===== src/rtl/lsu_mem_stage.sv =====
`default_nettype none
// ============================================================================
//  Module      : lsu_mem_stage
//  Description : Memory-access pipeline stage. Issues aligned data-memory
//                requests over a req/ready handshake, steers byte lanes,
//                sign/zero-extends loads, stalls upstream while a request is
//                outstanding and registers the result for writeback.
//  Revision    : 1.0 - initial release
// ============================================================================
module lsu_mem_stage #(
    parameter int DWIDTH  = 32,
    parameter int TIMEOUT = 16
) (
    input  logic              clk,
    input  logic              rst,
    input  logic              in_valid,
    input  logic [DWIDTH-1:0] pc_in,
    input  logic [DWIDTH-1:0] alu_result,
    input  logic [DWIDTH-1:0] rs2_data,
    input  logic [4:0]        rd_in,
    input  logic [2:0]        func3,
    input  logic              memR,
    input  logic              memW,
    input  logic              regW_in,
    output logic              stall,
    output logic              dmem_req,
    output logic              dmem_we,
    output logic [DWIDTH-1:0] dmem_addr,
    output logic [3:0]        dmem_be,
    output logic [DWIDTH-1:0] dmem_wdata,
    input  logic              dmem_ready,
    input  logic [DWIDTH-1:0] dmem_rdata,
    output logic              wb_valid,
    output logic [DWIDTH-1:0] wb_pc,
    output logic [DWIDTH-1:0] wb_data,
    output logic [4:0]        wb_rd,
    output logic              wb_regW,
    output logic              misalign,
    output logic              bus_err
);

    localparam logic [0:0] S_IDLE = 1'b0;
    localparam logic [0:0] S_REQ  = 1'b1;

    // Counter only needs to reach TIMEOUT-1; keep at least one bit.
    localparam int              c_CW   = (TIMEOUT > 2) ? $clog2(TIMEOUT) : 1;
    localparam logic [c_CW-1:0] c_TMAX = c_CW'(TIMEOUT - 1);

    logic [0:0]        r_state;
    logic [c_CW-1:0]   r_cnt;
    logic [DWIDTH-1:0] r_addr;
    logic [DWIDTH-1:0] r_wdata;
    logic [DWIDTH-1:0] r_pc;
    logic [2:0]        r_f3;
    logic [4:0]        r_rd;
    logic              r_regw;
    logic              r_we;

    logic              w_mem_op;
    logic              w_misalign;
    logic              w_timeout;
    logic [DWIDTH-1:0] w_shift;
    logic [DWIDTH-1:0] w_ld_data;
    logic              w_ld_ok;
    logic [3:0]        w_be;

    assign w_mem_op   = in_valid & (memR | memW);
    assign w_misalign = (((func3 == 3'b001) || (func3 == 3'b101)) && alu_result[0]) ||
                        ((func3 == 3'b010) && (alu_result[1:0] != 2'b00));
    assign w_timeout  = (r_state == S_REQ) && (r_cnt == c_TMAX) && !dmem_ready;

    // Request fields come only from the latched copy so they stay stable in REQ.
    assign dmem_req  = (r_state == S_REQ);
    assign dmem_we   = dmem_req & r_we;
    assign dmem_addr = {r_addr[DWIDTH-1:2], 2'b00};
    assign dmem_be   = dmem_req ? w_be : 4'b0000;

    // Upstream holds while a request is being accepted or is still waiting.
    assign stall = (r_state == S_IDLE) ? (w_mem_op & ~w_misalign)
                                       : (~dmem_ready & ~w_timeout);

    // Byte-lane enables and replicated store data from the access size.
    always_comb begin
        w_be       = 4'b0000;
        dmem_wdata = r_wdata;
        case (r_f3[1:0])
            2'b00: begin
                w_be       = 4'b0001 << r_addr[1:0];
                dmem_wdata = {4{r_wdata[7:0]}};
            end
            2'b01: begin
                w_be       = r_addr[1] ? 4'b1100 : 4'b0011;
                dmem_wdata = {2{r_wdata[15:0]}};
            end
            2'b10:   w_be = 4'b1111;
            default: w_be = 4'b0000;
        endcase
    end

    // Shift the addressed lane down and extend it to a full word.
    always_comb begin
        w_shift   = dmem_rdata >> {r_addr[1:0], 3'b000};
        w_ld_data = '0;
        w_ld_ok   = 1'b1;
        case (r_f3)
            3'b000:  w_ld_data = {{24{w_shift[7]}}, w_shift[7:0]};
            3'b001:  w_ld_data = {{16{w_shift[15]}}, w_shift[15:0]};
            3'b010:  w_ld_data = w_shift;
            3'b100:  w_ld_data = {24'h0, w_shift[7:0]};
            3'b101:  w_ld_data = {16'h0, w_shift[15:0]};
            default: w_ld_ok   = 1'b0;
        endcase
    end

    // Stage state machine, request latch and registered writeback outputs.
    always_ff @(posedge clk) begin
        if (rst) begin
            r_state  <= S_IDLE;
            r_cnt    <= '0;
            r_addr   <= '0;
            r_wdata  <= '0;
            r_pc     <= '0;
            r_f3     <= 3'b000;
            r_rd     <= 5'd0;
            r_regw   <= 1'b0;
            r_we     <= 1'b0;
            wb_valid <= 1'b0;
            wb_pc    <= '0;
            wb_data  <= '0;
            wb_rd    <= 5'd0;
            wb_regW  <= 1'b0;
            misalign <= 1'b0;
            bus_err  <= 1'b0;
        end else begin
            misalign <= 1'b0;
            bus_err  <= 1'b0;
            case (r_state)
                S_IDLE: begin
                    r_cnt <= '0;
                    if (w_mem_op && w_misalign) begin
                        misalign <= 1'b1;
                        wb_valid <= 1'b1;
                        wb_regW  <= 1'b0;
                        wb_data  <= '0;
                        wb_rd    <= rd_in;
                        wb_pc    <= pc_in;
                    end else if (w_mem_op) begin
                        r_state  <= S_REQ;
                        r_addr   <= alu_result;
                        r_wdata  <= rs2_data;
                        r_pc     <= pc_in;
                        r_f3     <= func3;
                        r_rd     <= rd_in;
                        r_regw   <= regW_in;
                        r_we     <= memW;
                        wb_valid <= 1'b0;
                    end else begin
                        wb_valid <= in_valid;
                        wb_data  <= alu_result;
                        wb_rd    <= rd_in;
                        wb_pc    <= pc_in;
                        wb_regW  <= regW_in & in_valid;
                    end
                end
                default: begin
                    wb_pc <= r_pc;
                    wb_rd <= r_rd;
                    if (dmem_ready) begin
                        r_state  <= S_IDLE;
                        r_cnt    <= '0;
                        wb_valid <= 1'b1;
                        wb_regW  <= r_we ? 1'b0 : (r_regw & w_ld_ok);
                        wb_data  <= r_we ? '0 : w_ld_data;
                    end else if (w_timeout) begin
                        r_state  <= S_IDLE;
                        r_cnt    <= '0;
                        bus_err  <= 1'b1;
                        wb_valid <= 1'b1;
                        wb_regW  <= 1'b0;
                        wb_data  <= '0;
                    end else begin
                        r_cnt    <= r_cnt + c_CW'(1);
                        wb_valid <= 1'b0;
                    end
                end
            endcase
        end
    end

endmodule
`default_nettype wire

===== config.mk =====
export PLATFORM = sky130hd
export DESIGN_NAME = lsu_mem_stage
export DESIGN_NICKNAME = d
export VERILOG_FILES = /design/src/rtl/lsu_mem_stage.sv
export SDC_FILE = /design/constraint.sdc
export NUM_CORES = 1
export LEC_CHECK = 0
export BUFFER_PORTS_ARGS = -buffer_cell sky130_fd_sc_hd__buf_2
export CAP_MARGIN = 10
export CORE_ASPECT_RATIO = 1.4
export CORE_MARGIN = 2
export CORE_UTILIZATION = 50
export CTS_CLUSTER_SIZE = 10
export DETAILED_ROUTE_END_ITERATION = 8
export GPL_TIMING_DRIVEN = 0
export PLACE_DENSITY = 0.8
export SLEW_MARGIN = 30
export SYNTH_ARGS = -nofsm -noshare
export SYNTH_HDL_FRONTEND = slang
export SYNTH_SLANG_ARGS = --single-unit

===== constraint.sdc =====
create_clock -name clk -period 1.85 [get_ports clk]
set_input_delay 0.185 -clock clk [delete_from_list [all_inputs] [get_ports clk]]
set_output_delay 0.185 -clock clk [all_outputs]
set_load 0.05 [all_outputs]

* After elaboration in Yosys (flattened, before gate mapping)
Index checks and enable logic that the tools add are counted.
** Cells by class
- Add/subtract/negate cells :: 1
- Equality and inequality tests :: 12
- Shifts and indexed selects :: 2
- Mux-type cells :: 36
- Bitwise operators :: 12
- Reductions and logical operators :: 17
** Operators with widths (count)
- $mux W32 :: 9
- $pmux W32 S5 :: 1
- $pmux W32 S2 :: 1
- $shr A32 B5 Y32 :: 1
- $mux W1 :: 19
- $mux W5 :: 3
- $pmux W4 S3 :: 1
- $eq A3 B3 Y1 const B :: 3
- $mux W4 :: 2
- $and A1 B1 Y1 :: 6
- $eq A3 B1 Y1 const B :: 2
- $eq A3 B2 Y1 const B :: 2
- $ne A3 B2 Y1 const B :: 2
- $logic_and A1 B1 Y1 :: 5
- $not A1 Y1 :: 5
- $reduce_or A5 Y1 :: 1
- $add A4 B1 Y4 const B :: 1
- $eq A4 B4 Y1 const B :: 1
- $reduce_or A4 Y1 :: 1
- $shl A1 B2 Y4 const A :: 1
- $logic_not A3 Y1 :: 1
- $reduce_and A3 Y1 :: 1
- $reduce_or A3 Y1 :: 1
- $eq A2 B1 Y1 const B :: 1
- 8 further kinds :: 9
** Word-level totals
- Bits in registers :: 184
- Output and inout port bits :: 144

* Depth between registers and ports, before layout
Gate-level depths: netlist (run 1).
- Word-level depth :: 7
- Gate-level depth with buffers :: 8
- Depth with buffers taken out :: 7

* Worst setup path after synthesis (run 1)
OpenSTA, ideal clock, no wires.
- Kind :: reg-to-output
- Start point :: reg r_state, in the netlist dmem_req
- End point :: out dmem_be[0]
- Arrival time :: 2.367 ns
- Data required time :: 1.665 ns
- Slack :: -0.702 ns
- Cell stages (with the launch flop) :: 5
- Cell sequence :: dfxtp_1 > buf_2 > buf_1 > o21ai_0 > a21oi_1
** Between the ends
- Longest elaborated chain between the ends :: 1
** RTL lines
- from (decl) :: RTL line 49 : logic [0:0] r_state;
- from (signal assigned) :: RTL line 118 : r_state <= S_IDLE;
- from (signal assigned) :: RTL line 148 : r_state <= S_REQ;
- from (signal assigned) :: RTL line 169 : r_state <= S_IDLE;
- $mux W4 :: RTL line 76 : assign dmem_be = dmem_req ? w_be : 4'b0000;
- to (decl) :: RTL line 29 : output logic [3:0] dmem_be,
Every way passes these cells.

* Worst setup path in the final report (run 1)
- Start point :: reg r_we
- End point :: reg wb_data[27]
** Between the ends
- Longest elaborated chain between the ends :: 3
** RTL lines
- from (decl) :: RTL line 57 : logic r_we;
- from (signal assigned) :: RTL line 155 : r_we <= memW;
- $mux W32 :: RTL line 173 : wb_data <= r_we ? '0 : w_ld_data;
- $mux W32 :: RTL line 168 : if (dmem_ready) begin
- $mux W32 :: RTL line 137 : case (r_state)
- to (signal assigned) :: RTL line 159 : wb_data <= alu_result;
- to (signal assigned) :: RTL line 173
- to (decl) :: RTL line 35 : output logic [DWIDTH-1:0] wb_data,
Every way passes these cells.
A chain may end at the register's enable or synchronous reset.

==> results.sh, run 1 <==
export IMPL_path_delay_family="simple AND/OR/NAND/NOR gates"
export IMPL_cp_end_kind="flop"
export IMPL_worst_slew_pin_slew_ps=917
export IMPL_place_hpwl_um=20800
export IMPL_drt_pre_antenna_iters=5
export IMPL_finalInstanceArea_mm2=0.0121
export IMPL_cp_slowest_cell="or4b_4"
export IMPL_detail_route_iter0_violations=634
export IMPL_synth_edf_count=0
export IMPL_grt_start_max_net_pins=19
export IMPL_layout_drive_gt1_share=0.352
export IMPL_grt_ovfl_total=0
export IMPL_clock_tree_htree_level_count=4
export IMPL_clock_power_share=0.330
export IMPL_synth_yosys_seq_area_share=0.447
export IMPL_core_area_mm2=0.0162
export IMPL_critical_path_required_ps=2190
export IMPL_synth_avg_cell_area_um2=8.22
export IMPL_min_from="func3[1]"
export IMPL_die_area_mm2=0.0175
export IMPL_timing_final_crit_period_ps=1930
export IMPL_layout_area_seq_mm2=0.00369
export IMPL_postRouteWirelength_um=30500
export IMPL_wirelength_met1_um=11200
export IMPL_synth_lib_cells_used_distinct=44
export IMPL_r2r_start="r_we"
export IMPL_ioPinCount=287
export IMPL_finalSetupViolations=7
export IMPL_placedInstanceArea_mm2=0.00998
export IMPL_drv_slew=0
export IMPL_grt_first_pass_wirelength_um=45700
export IMPL_yosys_warnings=0
export IMPL_crit_chain="nand3b_1 -> or4b_4 -> buf_8 -> nor2_8 -> a221oi_1 -> a211oi_1"
export IMPL_worst_ep_arrival_time_ps=2270
export IMPL_multi_input_area_mm2=0.00415
export IMPL_critical_path_buf_inv_count=1
export IMPL_post_synth_top_flop="dfxtp_1"
export IMPL_final_worst_setup_slack_ps=-77.4
export IMPL_power_net_switching_mw=3.98
export IMPL_grt_antenna_before_repair=5
export IMPL_final_common_cell="buf_2"
export IMPL_cts_tree="built"
export IMPL_layoutNonFillerInstCount=1625
export IMPL_synthArstFlopShare=0
export IMPL_cts_path_max_buffers=2
export IMPL_routed_wl_met2_um=15100
export IMPL_violations="setup timing"
export IMPL_grtUsageTotal=0.332
export IMPL_die_extent_in_y_um=156
export IMPL_route_vias_total=9156
export IMPL_crit_path_max_incr_delay_ps=550
export IMPL_fin_worst_skew_ps=7.55
export IMPL_gp_congestion=0.975
export IMPL_antenna_violating_nets_post_route=0
export IMPL_dp_cells=1485
export IMPL_maxCapViolCount=0
export IMPL_mostFrequentLayoutCells="buf_2 (275), nand2_1 (233), dfxtp_1 (176)"
export IMPL_leakagePower_nw=5.29
export IMPL_syn_cell_area_mm2=0.00824
export IMPL_die_width_um=112
export IMPL_power_frac_comb=0.274
export IMPL_seq_power_share=0.396
export IMPL_yosys_register_bits=184
export IMPL_grt_pass1_vias=8910
export IMPL_placementRows=55
export IMPL_timing_slew_headroom=0.381
export IMPL_clkLatencyLatePin_ps=440
export IMPL_grt_setup_unrepaired="true"
export IMPL_highest_ir_drop_seen_on_vdd_uv=664
export IMPL_finish_net_count=1553
export IMPL_floorplan_initialDensity=0.509
export IMPL_wire_per_inst_um=18.8
export IMPL_synthCells=1002
export IMPL_timing_critical_path_from_type="flop"
export IMPL_highest_clock_rate_ghz=0.519
export IMPL_drc_violations_left=0
export IMPL_netSwitchingFraction=0.354
export IMPL_cts_made_buffers=17
export IMPL_status="finished with violations"
export IMPL_path_max_fanout=8
export IMPL_areaGrowthSynthToFinish_pct=46.7
export IMPL_cts_sink_count=184
export IMPL_intPower_mw=7.27
export IMPL_root_driver="clkbuf_16"
export IMPL_worst_setup_path_startpoint="r_we"
export IMPL_worst_hold_path_type="in2reg"
export IMPL_hold_viol=0
export IMPL_route_detailed_vias_per_inst=5.63
export IMPL_clk_pin_slew_ps=80
export IMPL_num_fill_cells=1131
export IMPL_finalCritPeriodShare=1.04
export IMPL_pwr_density_cell_mw_per_mm2=931
export IMPL_numPortBuffers=283
export IMPL_detailroute_wirelength_met3_um=2130
export IMPL_critical_path_class="reg2reg"
export IMPL_top_layer_used="met4"
## sequential cells by signal (all words and copies together), names as in the netlist
register	flops
r_wdata	32
r_we	1
r_rd	5
r_f3	3
wb_data	32
r_regw	1
r_cnt	4
r_addr	32
dmem_req	1
r_pc	32
wb_pc	32
wb_valid	1
bus_err	1
misalign	1
wb_rd	5
wb_regW	1
## cell type report
cell class / count / area share
diodes: 4 / 0.000828
plain buffers: 114 / 0.0656
clock buffers: 18 / 0.0363
clock inverters: 14 / 0.0131
inverters: 6 / 0.00238
multi-input cells: 697 / 0.343
flip-flops and latches: 184 / 0.306
well taps: 199 / 0.0206
repair buffers: 389 / 0.212
## what timing repair did
item / in CTS / in global routing
hold endpoints to repair: 85 / 0
pin swaps: 7 / 14
hold buffers: 85 / 0
gates cloned: 1 / 1
endpoints found under the setup margin: 162 / 150
setup buffers: 14 / 6
gates resized for setup: 87 / 79
## per-layer routing
metal | GRT usage | vias to the layer above
li1 | - | 4230
met1 | 0.362 | 4255
met2 | 0.586 | 528
met3 | 0.0660 | 143
met4 | 0.209 | 0
met5 | 0 | -
## synthesized netlist by cell type, types with 11 or more instances
| master | number | area share |
|---|---|---|
| nand2_1 | 233 | 0.11 |
| dfxtp_1 | 184 | 0.45 |
| a21oi_1 | 121 | 0.074 |
| nor2_1 | 91 | 0.041 |
| a211oi_1 | 76 | 0.069 |
| mux2i_1 | 61 | 0.074 |
| buf_4 | 41 | 0.037 |
| buf_2 | 34 | 0.021 |
| clkbuf_1 | 34 | 0.015 |
| o21ai_0 | 22 | 0.013 |
| mux2_2 | 17 | 0.023 |
| nor2b_1 | 11 | 0.0084 |
## tightest hold or removal path, stage by stage
cell and delay (ps):
buf_2 120, nand2_1 50, a21oi_1 50
## cell families (layout without fill, tap and decap cells)
kind of cell / Yosys count / count (layout) / share of synthesized area
and+or+nand+nor: 359 / 360 / 0.176
AOI/OAI and AO/OA: 254 / 254 / 0.196
DFF: 184 / 184 / 0.447
buffers and inverters: 123 / 541 / 0.0799
muxes: 78 / 78 / 0.0974
xor gates and xnor gates: 2 / 2 / 0.00213
adders and majority gates: 1 / 1 / 0.00152
other: 1 / 6 / 0.000455
## path summary, 6_finish.rpt
check                endpoint  slack [ps]  cells past startpoint
hold / removal        r_f3[1]           6                      3
hold reg to reg      r_pc[30]         450                      2
setup / recovery  wb_data[27]         -80                      6
setup reg to reg  wb_data[27]         -80                      6
## through the flow
stage          hold slack (ps)  setup WS (ps)  TNS, ps  power, mW  utilization
2_1_floorplan              321           38.1        0       6.42            -
3_3_place_gp               426           -460   -44480       7.17        0.617
3_5_place_dp               432           -468   -45520       7.20        0.617
4_1_cts                 0.0454          -58.0     -444       11.1        0.730
5_1_grt                   7.59           -139    -1870       11.6        0.747
6_report                  6.17          -77.4     -203       11.2        0.747
## power groups by stage
stage,combinational [mW],sequential (mW),clock (mW)
finish,3.08,4.46,3.71
global route,3.24,4.48,3.87
CTS,2.95,4.44,3.73
detailed placement,2.68,4.52,0
global placement,2.66,4.51,0
floorplan,1.36,5.06,0
Note: power is estimated with default switching activity, not from simulation.
==> run 2: changes to the inputs <==
--- a/config.mk
+++ b/config.mk
@@ -5,15 +5,17 @@
 export SDC_FILE = /design/constraint.sdc
 export NUM_CORES = 1
 export LEC_CHECK = 0
+export ABC_AREA = 1
 export BUFFER_PORTS_ARGS = -buffer_cell sky130_fd_sc_hd__buf_2
 export CAP_MARGIN = 10
 export CORE_ASPECT_RATIO = 1.4
-export CORE_MARGIN = 2
-export CORE_UTILIZATION = 50
+export CORE_MARGIN = 4
+export CORE_UTILIZATION = 52
 export CTS_CLUSTER_SIZE = 10
 export DETAILED_ROUTE_END_ITERATION = 8
 export GPL_TIMING_DRIVEN = 0
-export PLACE_DENSITY = 0.8
+export MAX_ROUTING_LAYER = met4
+export PLACE_DENSITY = 0.81
 export SLEW_MARGIN = 30
 export SYNTH_ARGS = -nofsm -noshare
 export SYNTH_HDL_FRONTEND = slang
==> results.sh, run 2 <==
export IMPL_status="finished, final reports clean"
export IMPL_clk_pin_slew_ps=80
export IMPL_cts_made_buffers=17
export IMPL_maxCapViolCount=0
export IMPL_floorplan_initialDensity=0.534
export IMPL_worst_hold_path_type="in2reg"
export IMPL_wire_per_inst_um=16.4
export IMPL_worst_ep_arrival_time_ps=1660
export IMPL_whs_path_depth=3
export IMPL_highest_ir_drop_seen_on_vdd_uv=619
export IMPL_postRouteWirelength_um=31800
export IMPL_detail_route_iter0_violations=671
export IMPL_die_extent_in_y_um=164
export IMPL_areaGrowthSynthToFinish_pct=30.2
export IMPL_antenna_violating_nets_post_route=0
export IMPL_critical_path_required_ps=1660
export IMPL_route_vias_total=9804
export IMPL_final_common_cell="buf_2"
export IMPL_synth_yosys_seq_area_share=0.407
export IMPL_mostFrequentLayoutCells="buf_2 (288), nand2_1 (273), nor2_1 (194)"
export IMPL_grt_setup_unrepaired="true"
export IMPL_drt_pre_antenna_iters=5
export IMPL_clock_tree_htree_level_count=4
export IMPL_worstHoldEndpoint="r_addr[23]"
export IMPL_numPortBuffers=284
export IMPL_layout_drive_gt1_share=0.271
export IMPL_placedInstanceArea_mm2=0.0108
export IMPL_whs_ps=6.04
export IMPL_timing_slew_headroom=0.529
export IMPL_root_driver="clkbuf_16"
export IMPL_finish_net_count=1830
export IMPL_finalInstanceArea_mm2=0.0118
export IMPL_cts_tree="built"
export IMPL_critical_path_class="reg2out"
export IMPL_cts_path_max_buffers=2
export IMPL_cts_sink_count=184
export IMPL_finalSetupViolations=0
export IMPL_core_area_mm2=0.0170
export IMPL_timing_critical_path_from_type="flop"
export IMPL_synth_top_cell_area_share=0.407
export IMPL_synth_edf_count=0
export IMPL_grt_antenna_before_repair=7
export IMPL_die_area_mm2=0.0196
export IMPL_min_from="alu_result[23]"
export IMPL_die_width_um=120
export IMPL_clkLatencyLatePin_ps=430
export IMPL_synthCells=1367
export IMPL_yosys_warnings=0
export IMPL_synthArstFlopShare=0
export IMPL_post_synth_main_area_contributors="dfxtp_1 (41%), nand2_1 (11%), o21ai_0 (11%)"
export IMPL_drv_slew=0
export IMPL_hold_viol=0
export IMPL_post_synth_top_flop="dfxtp_1"
export IMPL_highest_clock_rate_ghz=0.541
export IMPL_netlist_top_cell_by_area="dfxtp_1"
export IMPL_leakagePower_nw=6.07
export IMPL_pwr_density_cell_mw_per_mm2=1000
export IMPL_yosys_register_bits=184
export IMPL_synth_lib_cells_used_distinct=33
export IMPL_r2r_end="wb_data[31]"
export IMPL_grtUsageTotal=0.323
export IMPL_finalCritPeriodShare=0.998
export IMPL_grt_first_pass_wirelength_um=48800
export IMPL_route_detailed_vias_per_inst=5.06
export IMPL_yosys_top_cells_count="nand2_1 (274), o21ai_0 (205), nor2_1 (197)"
export IMPL_yosysMostFrequentCell="nand2_1"
export IMPL_placementRows=56
export IMPL_worst_slew_pin_slew_ps=706
export IMPL_drc_violations_left=0
export IMPL_path_max_fanout=9
export IMPL_grt_ovfl_total=0
export IMPL_grt_start_max_net_pins=20
export IMPL_cp_end_kind="primary output"
export IMPL_setup_total_negative_slack_ps=0
export IMPL_grt_pass1_vias=9635
export IMPL_place_hpwl_um=24800
export IMPL_synth_avg_cell_area_um2=6.63
export IMPL_fin_worst_skew_ps=11.2
export IMPL_worst_case_register_to_register_setup_slack_ps=90
export IMPL_ioPinCount=287
export IMPL_syn_cell_area_mm2=0.00906
export IMPL_r2r_start="r_cnt[0]"
export IMPL_timing_final_crit_period_ps=1850
export IMPL_reg2reg_depth=9
export IMPL_gp_congestion=0.998
==> run 2: how the worst max path moves through the flow <==
stage / start / end / slack (ps)
after global routing: r_f3[1] / dmem_be[3] / -50
after CTS: r_f3[1] / dmem_be[3] / -70
after detailed placement: dmem_req / dmem_we / -170
final: r_f3[1] / dmem_wdata[26] / 3
after global placement: dmem_req / dmem_we / -150
after floorplan: r_f3[1] / dmem_be[2] / -60
==> run 2: final cells by class <==
type / instances / area [um^2]
Tap cell: 232 / 290
Buffer: 127 / 802
Clock buffer: 18 / 429
Timing Repair Buffer: 304 / 1700
Clock inverter: 14 / 161
Inverter: 175 / 659
Sequential cell: 184 / 3700
Fill cell: 1560 / 5160
Multi-Input combinational cell: 877 / 4040
Antenna cell: 7 / 17.5
==> run 2: power breakdown <==
part	internal, mW	total, mW	switching (mW)	leakage, nW
Clock	1.82	3.60	1.78	0.288
Sequential	4.34	4.55	0.214	1.52
Combinational	1.09	3.66	2.57	4.25
Total	7.25	11.8	4.57	6.07
==> run 2: what timing repair did <==
item / 4_1_cts / 5_1_grt
gates resized for setup: 72 / 15
gates cloned: 1 / 0
pin swaps: 4 / 5
hold buffers: 7 / 0
setup buffers: 7 / 5
endpoints found under the hold margin: 7 / 0
endpoints found under the setup margin: 34 / 21
==> run 2: cell families after synthesis <==
family,after synthesis,synth area share
other,1,0.000414
and+or+nand+nor,531,0.236
xor gates and xnor gates,1,0.000967
DFF,184,0.407
adders and majority gates,1,0.00138
buffers and inverters,307,0.159
AOI/OAI and AO/OA,342,0.195
==> run 2: metrics by stage <==
stage	power, mW	utilization	setup WS [ps]	instances
4_1_cts	11.8	0.690	-71.3	1928
5_1_grt	12.3	0.696	-53.8	1938
6_report	11.8	0.696	3.00	1938
3_3_place_gp	8.06	0.636	-149	1884
2_1_floorplan	7.11	-	-55.3	1368
3_5_place_dp	8.10	0.636	-175	1884
==> run 2: critical path, stage by stage, from the launching register on <==
cell	delay, ps
dfxtp_4	400
inv_4	50
buf_6	110
buf_4	180
o221ai_1	250
buf_4	250
==> run 2: per-layer routing <==
layer / vias up / share of wire / global-route usage
li1: 4907 / - / -
met1: 4488 / 0.39 / 0.346
met2: 356 / 0.52 / 0.584
met3: 53 / 0.061 / 0.0630
met4: 0 / 0.031 / 0.132
met5: - / 0 / -
==> run 3: changes to the inputs <==
--- a/config.mk
+++ b/config.mk
@@ -6,7 +6,7 @@
 export NUM_CORES = 1
 export LEC_CHECK = 0
 export ABC_AREA = 1
-export BUFFER_PORTS_ARGS = -buffer_cell sky130_fd_sc_hd__buf_2
+export BUFFER_PORTS_ARGS = -buffer_cell sky130_fd_sc_hd__buf_4
 export CAP_MARGIN = 10
 export CORE_ASPECT_RATIO = 1.4
 export CORE_MARGIN = 4
@@ -16,7 +16,7 @@
 export GPL_TIMING_DRIVEN = 0
 export MAX_ROUTING_LAYER = met4
 export PLACE_DENSITY = 0.81
-export SLEW_MARGIN = 30
+export SLEW_MARGIN = 20
 export SYNTH_ARGS = -nofsm -noshare
 export SYNTH_HDL_FRONTEND = slang
 export SYNTH_SLANG_ARGS = --single-unit
==> results.sh, run 3 (synthesis results as in run 2) <==
export IMPL_status="finished with violations"
export IMPL_violations="setup timing"
export IMPL_route_vias_total=9942
export IMPL_drt_pre_antenna_iters=5
export IMPL_finalInstanceArea_mm2=0.0125
export IMPL_place_hpwl_um=25000
export IMPL_leakagePower_nw=6.27
export IMPL_numPortBuffers=284
export IMPL_placedInstanceArea_mm2=0.0115
export IMPL_highest_ir_drop_seen_on_vdd_uv=751
export IMPL_seq_power_share=0.374
export IMPL_grtUsageTotal=0.331
export IMPL_cp_end_kind="primary output"
export IMPL_cts_tree="built"
export IMPL_grt_ovfl_total=0
export IMPL_grt_first_pass_wirelength_um=49500
export IMPL_cts_path_max_buffers=2
export IMPL_cts_sink_count=184
export IMPL_die_width_um=120
export IMPL_finish_net_count=1841
export IMPL_worst_slew_pin_slew_ps=672
export IMPL_critical_path_class="reg2out"
export IMPL_die_area_mm2=0.0196
export IMPL_clock_tree_htree_level_count=4
export IMPL_wire_per_inst_um=16.7
export IMPL_timing_slew_headroom=0.552
export IMPL_areaGrowthSynthToFinish_pct=37.9
export IMPL_power_net_switching_mw=4.46
export IMPL_gp_congestion=0.983
export IMPL_grt_pass1_vias=9679
export IMPL_maxCapViolCount=0
export IMPL_grt_start_max_net_pins=20
export IMPL_worst_ep_arrival_time_ps=1670
export IMPL_grt_setup_unrepaired="true"
export IMPL_route_detailed_vias_per_inst=5.12
export IMPL_layout_drive_gt1_share=0.270
export IMPL_core_area_mm2=0.0170
export IMPL_drc_violations_left=0
export IMPL_timing_critical_path_from_type="flop"
export IMPL_finalCritPeriodShare=1.00
export IMPL_final_common_cell="buf_4"
export IMPL_drv_slew=0
export IMPL_cts_made_buffers=17
export IMPL_timing_final_crit_period_ps=1860
export IMPL_clock_power_share=0.305
export IMPL_ioPinCount=287
export IMPL_intPower_mw=7.74
export IMPL_die_extent_in_y_um=164
export IMPL_postRouteWirelength_um=32400
export IMPL_fin_worst_skew_ps=10.6
export IMPL_final_worst_setup_slack_ps=-7.27
export IMPL_floorplan_initialDensity=0.534
export IMPL_grt_antenna_before_repair=2
export IMPL_clkLatencyLatePin_ps=430
export IMPL_detail_route_iter0_violations=754
export IMPL_clk_pin_slew_ps=70
export IMPL_finalSetupViolations=3
export IMPL_power_frac_comb=0.321
export IMPL_placementRows=56
export IMPL_mostFrequentLayoutCells="buf_4 (335), nand2_1 (273), nor2_1 (193), o21ai_0 (193), dfxtp_1 (180)"
export IMPL_dpl_worst_slack_ps=-120
export IMPL_path_max_fanout=9
export IMPL_pwr_density_cell_mw_per_mm2=976
export IMPL_hold_viol=0
export IMPL_netSwitchingFraction=0.366
export IMPL_highest_clock_rate_ghz=0.538
export IMPL_worst_hold_path_type="in2reg"
export IMPL_antenna_violating_nets_post_route=0
export IMPL_total_power_mw=12.2
export IMPL_root_driver="clkbuf_16"
export IMPL_critical_path_required_ps=1660
## run 3: power by group through the flow
stage / logic [mW] / clock network [mW] / registers, mW
after global routing: 4.20 / 3.90 / 4.59
final: 3.92 / 3.72 / 4.56
after detailed placement: 3.75 / 0 / 4.62
after CTS: 3.88 / 3.75 / 4.54
after global placement: 3.72 / 0 / 4.61
after floorplan: 1.96 / 0 / 5.15
## run 3: path summary, 6_finish.rpt
| path | slack, ps | cells after the start | to | startpoint |
|---|---|---|---|---|
| max | -7 | 5 | dmem_wdata[30] | r_f3[1] |
| min | 4 | 3 | r_pc[24] | pc_in[24] |
| max reg2reg | 50 | 10 | wb_data[26] | dmem_req |
| min reg2reg | 450 | 2 | r_pc[19] | r_pc[19] |
## run 3: routing by layer
layer	wire [um]	share of wire	global-route usage
met1	12100	0.37	0.352
met2	16800	0.52	0.587
met3	2100	0.065	0.0620
met4	1460	0.045	0.167
met5	0	0	-
## run 3: layout make-up
type	instances	area, um^2
Tap cell	232	290
Buffer	127	807
Timing Repair Buffer	315	2440
Antenna cell	2	5.00
Clock buffer	18	439
Sequential cell	184	3690
Clock inverter	13	158
Multi-Input combinational cell	877	4010
Inverter	175	659
Fill cell	1458	4460
## run 3: timing repair
action / 4_1_cts / 5_1_grt
gates cloned: 1 / 0
setup endpoints to repair: 32 / 30
resized for setup: 46 / 10
hold buffers: 16 / 0
endpoints found under the hold margin: 19 / 0
setup buffers: 9 / 5
pin swaps: 1 / 4
## run 3: metrics by stage
| stage | TNS [ps] | util | hold slack, ps | std cells |
|---|---|---|---|---|
| floorplan | -111 | - | 250 | 1368 |
| global placement | -260 | 0.678 | 406 | 1884 |
| detailed placement | -344 | 0.678 | 409 | 1884 |
| CTS | -49.2 | 0.734 | 0.410 | 1937 |
| global route | -240 | 0.737 | 11.7 | 1943 |
| finish | -12.7 | 0.737 | 4.45 | 1943 |
## run 3: critical path: stages, from the launching register on
cell and delay, ps:
dfxtp_4 390, inv_4 50, buf_6 110, buf_4 170, o221ai_1 270, buf_4 250
